**src/rtl/mux_sel_pkg.sv**
```systemverilog
// Shared constants, state type and helpers for the round-robin mux select generator.
package mux_sel_pkg;

  localparam int unsigned N_CH    = 4;
  localparam int unsigned SEL_W   = 2;
  localparam int unsigned ABORT_W = 8;

  typedef enum logic {
    IDLE  = 1'b0,
    GRANT = 1'b1
  } state_e;

  function automatic logic [N_CH-1:0] sel_onehot(input logic [SEL_W-1:0] s);
    return N_CH'(1) << s;
  endfunction

endpackage

```
**src/rtl/rr_pick4.sv**
```systemverilog
// Combinational rotating priority finder: first requester at or after start, wrapping.
module rr_pick4
  import mux_sel_pkg::*;
(
  input  logic [N_CH-1:0]  req,
  input  logic [SEL_W-1:0] start,
  output logic [SEL_W-1:0] idx,
  output logic             found
);

  logic [SEL_W-1:0] cand;

  always_comb begin
    idx   = start;
    found = 1'b0;
    cand  = '0;
    for (int unsigned i = 0; i < N_CH; i++) begin
      cand = start + SEL_W'(i);
      if (!found && req[cand]) begin
        idx   = cand;
        found = 1'b1;
      end
    end
  end

endmodule

```
**src/rtl/rr_sel_gen_4.sv**
```systemverilog
// Round-robin select generator driving a 4:1 mux select, held stable until out_ready.
// Define RR_SEL_LOCK_EN to let the owner keep the grant across transfers with lock.
module rr_sel_gen_4
  import mux_sel_pkg::*;
(
  input  logic               clk,
  input  logic               rst,
  input  logic [N_CH-1:0]    req,
  input  logic               out_ready,
  input  logic               lock,
  output logic [SEL_W-1:0]   sel,
  output logic [N_CH-1:0]    gnt,
  output logic               valid,
  output logic [ABORT_W-1:0] abort_cnt
);

  state_e             state_q, state_d;
  logic [SEL_W-1:0]   ptr_q, ptr_d;
  logic [SEL_W-1:0]   sel_q, sel_d;
  logic [N_CH-1:0]    gnt_q, gnt_d;
  logic               valid_q, valid_d;
  logic [ABORT_W-1:0] abort_q, abort_d;

  logic [N_CH-1:0]    pick_req_c;
  logic [SEL_W-1:0]   pick_start_c;
  logic [SEL_W-1:0]   pick_idx_c;
  logic               pick_found_c;
  logic               lock_hold_c;

`ifdef RR_SEL_LOCK_EN
  assign lock_hold_c = lock & req[sel_q];
`else
  logic unused_lock;
  assign unused_lock = lock;
  assign lock_hold_c = 1'b0;
`endif

  // In GRANT the owner is masked so it is only re-granted when nobody else asks.
  assign pick_req_c   = (state_q == GRANT) ? (req & ~sel_onehot(sel_q)) : req;
  assign pick_start_c = (state_q == GRANT) ? (sel_q + SEL_W'(1)) : ptr_q;

  rr_pick4 u_pick (
    .req   (pick_req_c),
    .start (pick_start_c),
    .idx   (pick_idx_c),
    .found (pick_found_c)
  );

  always_comb begin
    state_d = state_q;
    ptr_d   = ptr_q;
    sel_d   = sel_q;
    abort_d = abort_q;
    if (state_q == IDLE) begin
      if (pick_found_c) begin
        sel_d   = pick_idx_c;
        state_d = GRANT;
      end
    end else begin
      if (out_ready) begin
        if (!lock_hold_c) begin
          ptr_d = sel_q + SEL_W'(1);
          if (pick_found_c) begin
            sel_d = pick_idx_c;
          end else if (!req[sel_q]) begin
            state_d = IDLE;
          end
        end
      end else if (!req[sel_q]) begin
        state_d = IDLE;
        if (abort_q != '1) begin
          abort_d = abort_q + ABORT_W'(1);
        end
      end
    end
    valid_d = (state_d == GRANT);
    gnt_d   = valid_d ? sel_onehot(sel_d) : '0;
  end

  always_ff @(posedge clk or posedge rst) begin
    if (rst) begin
      state_q <= IDLE;
      ptr_q   <= '0;
      sel_q   <= '0;
      gnt_q   <= '0;
      valid_q <= 1'b0;
      abort_q <= '0;
    end else begin
      state_q <= state_d;
      ptr_q   <= ptr_d;
      sel_q   <= sel_d;
      gnt_q   <= gnt_d;
      valid_q <= valid_d;
      abort_q <= abort_d;
    end
  end

  assign sel       = sel_q;
  assign gnt       = gnt_q;
  assign valid     = valid_q;
  assign abort_cnt = abort_q;

endmodule

```
**config.mk**
```make
export PLATFORM = sky130hd
export DESIGN_NAME = rr_sel_gen_4
export DESIGN_NICKNAME = d
export VERILOG_FILES = /design/src/rtl/mux_sel_pkg.sv /design/src/rtl/rr_pick4.sv /design/src/rtl/rr_sel_gen_4.sv
export SDC_FILE = /design/constraint.sdc
export NUM_CORES = 1
export LEC_CHECK = 0
export ABC_AREA = 0
export BUFFER_PORTS_ARGS = -buffer_cell sky130_fd_sc_hd__buf_2
export CORE_ASPECT_RATIO = 1.1
export CORE_UTILIZATION = 50
export CTS_BUF_LIST = sky130_fd_sc_hd__clkbuf_16
export CTS_CLUSTER_SIZE = 8
export DETAILED_ROUTE_END_ITERATION = 8
export PLACE_DENSITY = 0.79
export SYNTH_ARGS = -nofsm -noshare
export SYNTH_HDL_FRONTEND = slang
export SYNTH_SLANG_ARGS = --single-unit
export TNS_END_PERCENT = 10
```
**constraint.sdc**
```tcl
create_clock -name clk -period 3.1 [get_ports clk]
set_clock_uncertainty 0.1 [all_clocks]
set_input_delay 0.62 -clock clk [delete_from_list [all_inputs] [get_ports clk]]
set_output_delay 0.62 -clock clk [all_outputs]
set_load 0.005 [all_outputs]
```
==> metrics.md <==
| Metric | Value |
|---|---|
| Synth Instances | roughly 90 |
| CP endpoint kind | flop |
| Max FO, Critical Path | 9 |
| Via count | 778 |
| Slew @ Worst Pin | 762.9 ps |
| Initial antenna violation count | 0 |
| CTS H-tree depth | 1 |
| Final setup TNS | 0 ps |
| Area of the die | between 2000 and 2500 µm² |
| First-pass GRT wire length | between 3000 and 4000 µm |
| Worst path cell trace | inv_1 > ha_1 > a21boi_0 > o21ai_0 > a32oi_2 > inv_2 > a21oi_1 |
| Max frequency | between 400 and 500 MHz |
| CP max stage delay | ~620 ps |
| Fin. max-slew vios | 0 |
| Largest cells by area after synthesis | dfrtp_1 43%, ha_1 6.3%, xnor2_1 4.4% |
| Final Instance Area | 1204 µm² |
| Die height | 48.66 µm |
| Crit path time final | 2422 ps |
| # resized after CTS | 0 |
| RSZ-0062 raised after global routing | false |
| Final Util | between 60% and 70% |
| Dpl hpwl | 1423 µm |
| Total track usage | between 20 and 25% |
| Register area share after synthesis | 42.98% |
| Root Driver | clkbuf_16 |
| Longest Clk Path Bufs | 2 |
| Crit Path Class | reg2reg |
| Core area | 1822 µm² |
| Layout cell share with drive strength beyond 1 | 35.71% |
| DR WL/cell | 13.68 µm |
| # rows | 16 |
| Syn Area/Cell | 11.25 µm² |
| Req. time, crit path | 3170 ps |
| Clock Pin Slew Worst Setup and Hold Paths | 50 ps |
| Synthesis-to-layout area growth | 21.62% |
| Pwr per Cell Area | 1064 nW/µm² |
| Rel. slew slack | 48.68% |
| Vias in the first global route | between 700 and 800 |
| TritonCTS buffer count | 3 |
| Via density | approximately 5.6 |
| Largest net degree at the start of global routing | 18 |
| Starting DRC count in detailed routing | 9 |
| Die Wd | 44.42 µm |
| TritonCTS clock tree | done |
| Port bufs | 21 |
| Critical path arrival | 2490 ps |
| Cell accounting for the most synthesized area | dfrtp_1 |
| Area after DPL | 1124 µm² |
| GPL Wtd Cong | ~0.88 |
| Count of cell types in the netlist | 34 |
| First drt pass iteration count | 4 |
| Number of synthesized register bits | 17 |
| Synth top area share | 42.98% |
| Peak supply drop | about 0.64 mV |
| Commonest cells after routing, fill and taps aside | 21 x buf_2, 17 x dfrtp_1, 10 x nand2_1 |
| Endpoints failing hold | 0 |
| Pleak | roughly 0.57 nW |
| Count of final setup violators | 0 |
| Antenna diode count | 0 |
| Synthesized Nets | 101 |
| Hold_ws | 353.6 ps |
| Post-route ant nets | 0 |
| Grt ovf | 0 |
| Cell at the slowest stage of the critical path | a21boi_0 |
| Most common cell after layout, fill and taps aside | buf_2 |
| Num ports | 23 |
| Maxcap violations | 0 |
| CP startpoint kind | flop |
| Starting Density | a little over half |
| Worst hold path type | in2async |
| Status | complete, no violations |
| Sink Count | 17 |
| Post-CTS Hold Buffers | 0 |
| Syn Std Cell Area | between 900 and 1000 µm² |
| Residual DRC count | 0 |
| Syn. warnings | 0 |
| Setup Fix Bufs, Post-CTS | 0 |
| Routed WL | 1901 µm |
| Final period utilization | 78.12% |
| Final net count | 126 |
| Clk_lat worst skew | 240 ps |
[per-layer routing]
layer	share of wire [%]	GRT usage, %	up-vias
met4	1.5	8.081	0
li1	-	-	372
met2	53	35.05	21
met1	42	24.50	381
met5	0	0	-
met3	3.4	2.239	4
[state kept, by name (all words and copies together), names as in the netlist]
| name | flops |
|---|---|
| valid | 1 |
| gnt | 4 |
| abort_cnt | 8 |
| ptr_q | 2 |
| sel | 2 |
[logic make-up (layout without fill, tap and decap cells)]
family | after synthesis | after routing | synth area share [%]
simple gates | 27 | 27 | 14.54
compound gates | 22 | 22 | 21.24
flops | 17 | 17 | 42.98
xor+xnor | 7 | 7 | 6.195
fa+ha+maj | 5 | 5 | 6.321
mux | 5 | 5 | 6.700
buf+inv | 5 | 29 | 2.022
[worst paths after layout]
check,from,to,slack [ps],cells after the start
setup / recovery,sel[0]$_DFF_PP0_,gnt[0]$_DFF_PP0_,680,7
hold reg to reg,abort_cnt[7]$_DFFE_PP0P_,abort_cnt[7]$_DFFE_PP0P_,390,1
min in group clk,abort_cnt[7]$_DFFE_PP0P_,abort_cnt[7]$_DFFE_PP0P_,390,1
hold / removal,rst,gnt[3]$_DFF_PP0_,350,2
max in group asynchronous,rst,gnt[2]$_DFF_PP0_,2140,2
setup reg to reg,sel[0]$_DFF_PP0_,gnt[0]$_DFF_PP0_,680,7
[power breakdown]
group          switching (mW)  total [mW]  internal, mW
combinational           0.321       0.605         0.284
sequential              0.113       0.422         0.309
clock                  0.0804       0.253         0.172
[layout make-up]
type | instances | area, µm²
fillers | 141 | 618.1
repair buffers | 21 | 105.1
clock inverters | 1 | 5.005
flip-flops and latches | 17 | 425.4
multi-input cells | 66 | 544.3
clock buffers | 3 | 75.07
inverters | 4 | 15.01
well taps | 27 | 33.78
[critical path: cells and delay by family (launching register included)]
kind                       cells  cell delay, ps
AOI/OAI and AO/OA              4            1320
buffers and inverters          2             210
adders and majority gates      1             210
DFF                            1             520
[Yosys cell counts, drive strengths merged]
cell    instances
dfrtp          17
and2            1
nand3           4
and4            1
a32o            2
xnor2           5
nand4           3
o32a            1
a21boi          4
mux4            1
a21bo           1
a21oi           4
mux2            3
o31ai           1
nor2            2
a32oi           1
and3            2
o211ai          1
o21ai           3
or2             1
inv             4
nand2b          2
ha              5
o21bai          1
mux2i           1
nand2          10
or2b            1
a311oi          2
buf             1
o41ai           1
xor2            2
[through the flow]
stage | setup WS, ps | total power, mW | cells
floorplan | 939.8 | 0.8507 | 88
global placement | 714.1 | 1.004 | 135
detailed placement | 694.2 | 1.024 | 135
CTS | 664.5 | 1.289 | 139
global route | 438.2 | 1.374 | 139
finish | 678.2 | 1.280 | 139
Note: power is estimated with default switching activity, not from simulation.
